==> src/rtl/clk_div_pkg.sv <==
// clk_div_pkg: shared FSM state type and default parameters for clk_div_monitor.
package clk_div_pkg;
  typedef enum logic [1:0] {IDLE, WAIT_EDGE, MEASURE} state_t;
  localparam int CNT_W_DEF = 8;
  localparam int EXP_PERIOD_DEF = 4;
endpackage

==> src/rtl/clk_edge_detect.sv <==
// clk_edge_detect: samples clk_in as data and flags its rising edge.
// Defining CLK_DIV_MONITOR_SYNC_EN adds a 2-flop synchronizer in front of the edge detector.
module clk_edge_detect (
  input  logic clk,
  input  logic rst,
  input  logic clk_in,
  output logic s,
  output logic rise
);
  logic s_q;
`ifdef CLK_DIV_MONITOR_SYNC_EN
  logic [1:0] sync;
  always_ff @(posedge clk or negedge rst)
    if (!rst) sync <= '0;
    else sync <= {sync[0], clk_in};
  assign s = sync[1];
`else
  assign s = clk_in;
`endif
  always_ff @(posedge clk or negedge rst)
    if (!rst) s_q <= 1'b0;
    else s_q <= s;
  assign rise = s & ~s_q;
endmodule

==> src/rtl/clk_div_monitor.sv <==
// clk_div_monitor: measures period/high time of a divided clock in clk cycles and reports lock/error.
// Build with CLK_DIV_MONITOR_SYNC_EN to synchronize clk_in from another domain (+2 cycles latency).
module clk_div_monitor
  import clk_div_pkg::*;
#(
  parameter int CNT_W      = CNT_W_DEF,
  parameter int EXP_PERIOD = EXP_PERIOD_DEF,
  parameter int TOL        = 0,
  parameter int LOCK_CNT   = 4
) (
  input  logic             clk,
  input  logic             rst,
  input  logic             en,
  input  logic             clk_in,
  input  logic             err_clr,
  output logic [CNT_W-1:0] period,
  output logic [CNT_W-1:0] high_time,
  output logic             meas_valid,
  output logic             locked,
  output logic             err
);
  localparam int MW = $clog2(LOCK_CNT + 1);
  localparam logic [CNT_W:0] EXP_P = (CNT_W+1)'(EXP_PERIOD);
  localparam logic [CNT_W:0] EXP_H = (CNT_W+1)'(EXP_PERIOD >> 1);
  localparam logic [CNT_W:0] TOL_V = (CNT_W+1)'(TOL);
  localparam logic [MW-1:0] LOCK_V = MW'(LOCK_CNT);
  state_t state, state_n;
  logic s, rise, meas, tmo, match, set_err;
  logic [CNT_W-1:0] cnt, hcnt;
  logic [MW-1:0] mcnt, mcnt_inc;
  logic [CNT_W:0] dp, dh;

  clk_edge_detect u_edge (.clk, .rst, .clk_in, .s, .rise);

  // one extra bit keeps the difference from wrapping
  function automatic logic [CNT_W:0] absd(input logic [CNT_W:0] a, input logic [CNT_W:0] b);
    return (a >= b) ? a - b : b - a;
  endfunction

  assign meas = en && state == MEASURE && rise;
  assign tmo = en && state == MEASURE && !rise && cnt == '1;
  assign dp = absd({1'b0, cnt}, EXP_P);
  assign dh = absd({1'b0, hcnt}, EXP_H);
  assign match = dp <= TOL_V && dh <= TOL_V;
  assign set_err = (meas && !match) || tmo;
  assign mcnt_inc = (mcnt == LOCK_V) ? mcnt : mcnt + 1'b1;

  always_ff @(posedge clk or negedge rst)
    if (!rst) state <= IDLE;
    else state <= state_n;

  always_comb begin
    state_n = state;
    state_n = !en ? IDLE :
              state == IDLE ? WAIT_EDGE :
              (state == WAIT_EDGE && rise) ? MEASURE :
              tmo ? WAIT_EDGE : state;
  end

  always_ff @(posedge clk or negedge rst) begin
    if (!rst) begin
      cnt <= '0;
      hcnt <= '0;
      mcnt <= '0;
      period <= '0;
      high_time <= '0;
      meas_valid <= 1'b0;
      locked <= 1'b0;
      err <= 1'b0;
    end else begin
      meas_valid <= meas;
      err <= set_err | (err & ~err_clr);
      if (!en || state == IDLE) begin
        cnt <= '0;
        hcnt <= '0;
        mcnt <= '0;
        locked <= 1'b0;
      end else if (state == WAIT_EDGE) begin
        if (rise) begin
          cnt <= CNT_W'(1);
          hcnt <= CNT_W'(1);
        end
      end else if (meas) begin
        period <= cnt;
        high_time <= hcnt;
        cnt <= CNT_W'(1);
        hcnt <= CNT_W'(1);
        mcnt <= match ? mcnt_inc : '0;
        locked <= match && mcnt_inc == LOCK_V;
      end else if (tmo) begin
        mcnt <= '0;
        locked <= 1'b0;
      end else begin
        cnt <= cnt + 1'b1;
        hcnt <= hcnt + CNT_W'(s);
      end
    end
  end
endmodule

==> config.mk <==
export PLATFORM = sky130hd
export DESIGN_NAME = clk_div_monitor
export DESIGN_NICKNAME = d
export VERILOG_FILES = /design/src/rtl/clk_div_pkg.sv /design/src/rtl/clk_edge_detect.sv /design/src/rtl/clk_div_monitor.sv
export SDC_FILE = /design/constraint.sdc
export NUM_CORES = 1
export LEC_CHECK = 0
export BUFFER_PORTS_ARGS = -buffer_cell sky130_fd_sc_hd__clkbuf_2
export CORE_ASPECT_RATIO = 1.2
export CORE_MARGIN = 2
export CORE_UTILIZATION = 60
export DETAILED_ROUTE_END_ITERATION = 6
export PLACE_DENSITY = 0.81
export SKIP_CTS_REPAIR_TIMING = 1
export SLEW_MARGIN = 30
export SYNTH_ARGS = -nofsm -noshare
export SYNTH_HDL_FRONTEND = slang
export SYNTH_SLANG_ARGS = --single-unit
==> constraint.sdc <==
create_clock -name clk -period 3.1 [get_ports clk]
set_input_delay 0.775 -clock clk [delete_from_list [all_inputs] [get_ports clk]]
set_output_delay 0.775 -clock clk [all_outputs]
set_load 0.01 [all_outputs]
==> impl_metrics.yaml <==
synthesis:
  synth_area_leaders: "dfrtp_1 44%, nand2_1 8.3%, ha_1 6.5%"
  synthFlopType: "dfrtp_1"
  synth_xor_area_share_pct: 0
  synth_area_leader_cell: "dfrtp_1"
  synth_seq_area_share_pct: 44.3
  avgSynthCellArea_um2: 8.93
  ys_ff_latch: 41
  synth-simple-area-share_pct: 24.2
  syn-cell-area_um2: 2310
  synthCells: 259
  synth_fa_ha_area_share_pct: 6.49
  synth_top_family_by_area: "simple AND/OR/NAND/NOR gates"
  synth_compound_area_share_pct: 19.3
  synth_edf_count: 0
  synthMuxAreaShare_pct: 0.865
  synth_nets: 276
  ys_types: 51
  ys_warn_count: 0
  yosysTopAreaCellShare_pct: 44.3
  async_flop_share_pct: 100
run_status:
  status: "finished, final reports clean"
detailed_routing:
  drtIter0Drc: 106
  drc: 0
  wirelength_mm: 4.50
  antenna_left: 0
  wire_per_inst_um: 13.6
  vias: 1915
  first_pass_iters: 4
  routed_via_density: 5.79
timing:
  fin_crit_ns: 2.33
  fin_ws_ns: 0.769
  finClkSkew_ns: 0.00355
  fin_tns_setup_ns: 0
  setup_violations: 0
  tightest_slew_ns: 0.776
  maxSlewViolCount: 0
  max_freq_mhz: 429
  hold_viol_final: 0
  slew_headroom_pct: 48.2
  rsz0062_at_grt: "false"
  fin_crit_sh_pct: 75.2
global_route:
  grt_use_total_pct: 24.2
  grt_pass1_wl_mm: 8.11
  first_global_vias: 1839
  overflow: 0
  grt_antenna_before_repair: 0
  grt_start_max_net_pins: 42
critical_path:
  timing.critical_path.slowest_stage_cell: "dfrtp_1"
  critPathLaunchType: "flip-flop"
  path_max_fanout: 7
  cp-end-kind: "flip-flop"
  crit_buf_inv: 1
  cp_data_required_time_ns: 3.28
  timing.critical_path.cells: "inv_1 -> ha_1 -> nand3b_1 -> a2111oi_0 -> o32a_1 -> nand3_2 -> a221o_1"
  cp.arrival_ns: 2.51
  crit_type: "flip-flop to flip-flop"
  cp_top_family: "compound AO/OA/AOI/OAI gates"
  max_stage_delay_ns: 0.46
final_layout:
  num_antenna_cells: 0
  area_growth_pct: 9.03
  fin_nets: 295
  drive_above_1_share_pct: 14.7
clock_tree:
  htreeDepth: 2
  cts_tree: "built"
  clk_latency_ns: 0.29
  cts.sinks: 41
  clkSlewWorstSetupHoldPaths_ns: 0.08
  max-clock-path-buffers: 2
  root_buffer: "clkbuf_8"
  cts_made_buffers: 5
placed_design:
  dp_hpwl_mm: 3.25
  port_buffers: 23
  gp_congestion: 0.867
  dp_slack_ns: 0.746
floorplan:
  top_level_ports: 24
  placementRows: 24
  fp.dieArea_um2: 4370
  core_um2: 3660
  start_util_pct: 63.1
  die_w_um: 60.7
  die_y_um: 72.0
flow_run:
  cap_violations: 0
power_and_ir_drop:
  p_seq_share_pct: 57.2
  p_switching_mw: 0.247
  p_comb_share_pct: 8.0
  sw_frac_of_total_pct: 25.3
  pwr_density_cell_nw_per_um2: 386
  p_int_mw: 0.728
  total_leakage_power_nw: 1.23
  peakVddDrop_uv: 279
  p_clk_share_pct: 34.8
worst_hold_path:
  min_path_type: "flip-flop to flip-flop"
## tightest hold or removal path: stages (launching register included)
cell and delay [ns]:
dfrtp_1 0.35, nand2_1 0.05, nand2_1 0.05
## layout by cell type (no fill, tap or decap), types with 2 or more instances in the layout
cell,instances
clkinv_2,2
clkbuf_2,22
a21oi_1,7
o21ai_0,28
a211oi_1,2
nor2_1,15
nor4_1,2
clkbuf_8,5
a41oi_1,2
o22ai_1,2
a31oi_1,3
nand3b_1,2
and3_1,5
nor3_1,3
a21o_1,2
o21a_1,5
nand2_1,51
and4b_1,2
nand4_1,3
nand3_1,10
o31ai_1,5
inv_1,11
dfrtp_1,41
or3_1,2
ha_1,12
mux2i_1,2
nor2b_1,3
o21ai_1,2
o21bai_1,2
nand2b_1,3
## per-layer routing
layer  track usage [%]  up-vias  wire length [µm]
li1                  -      951                 -
met1              33.0      922              2120
met2              38.5       35              2150
met3              4.63        7               165
met4              7.97        0                66
met5                 0        -                 0
## cell type report
class / count / area [µm²]
inverters: 12 / 45.0
multi-input cells: 194 / 1170
fillers: 321 / 1140
flip-flops and latches: 41 / 1030
well taps: 52 / 65.1
clock inverters: 3 / 17.5
clock buffers: 5 / 68.8
repair buffers: 24 / 125
## cells in the mapped netlist (3+ instances only)
library cell	count
nand2_1	51
dfrtp_1	41
nor3_1	3
nor2b_1	3
o21a_1	5
inv_1	11
buf_2	3
a21oi_1	7
ha_1	12
nand4_1	3
clkbuf_1	6
o21ai_0	28
nand3_1	10
and3_1	5
a31oi_1	3
nor2_1	15
nand2b_1	3
o31ai_1	5
## power groups by stage
stage	combinational, mW	sequential, mW	clock, mW
after CTS	0.0795	0.557	0.350
after detailed placement	0.0792	0.567	0
final	0.0780	0.557	0.339
after floorplan	0.0560	0.561	0
after global routing	0.0896	0.559	0.372
after global placement	0.0777	0.567	0
## kinds of logic (layout without fill, tap and decap cells)
| group | after synthesis | after routing |
|---|---|---|
| multiplexers | 2 | 2 |
| AO/OA/AOI/OAI | 69 | 69 |
| AND/OR/NAND/NOR | 111 | 111 |
| flip-flops | 41 | 41 |
| buffers and inverters | 24 | 44 |
| adder cells (fa/ha/maj) | 12 | 12 |
## metrics by stage
step | total power, mW | cells | util [%] | instance area [µm²] | hold slack (ns)
2_1_floorplan | 0.617 | 259 | - | 2310 | 0.479
3_3_place_gp | 0.644 | 323 | 66.4 | 2430 | 0.459
3_5_place_dp | 0.647 | 323 | 66.5 | 2440 | 0.462
4_1_cts | 0.986 | 331 | 68.9 | 2520 | 0.482
5_1_grt | 1.02 | 331 | 68.9 | 2520 | 0.501
6_report | 0.974 | 331 | 68.9 | 2520 | 0.474
## path summary, 6_finish.rpt
path	startpoint	endpoint	slack, ns	cells after the start
worst min register to register	high_time[6]	high_time[6]	0.47	2
worst min-delay path	high_time[6]	high_time[6]	0.47	2
worst max register to register	hcnt[1]	err	0.77	7
max in group asynchronous	rst	hcnt[4]	2.24	1
min in group asynchronous	rst	cnt[2]	0.49	1
worst max-delay path	hcnt[1]	err	0.77	7
## registers in the layout (all words and copies together) (netlist names)
signal,cells
cnt,8
mcnt,3
locked,1
err,1
high_time,8
hcnt,8
u_edge.s_q,1
meas_valid,1
state,2
period,8
Power figures use the tool's default switching activity.
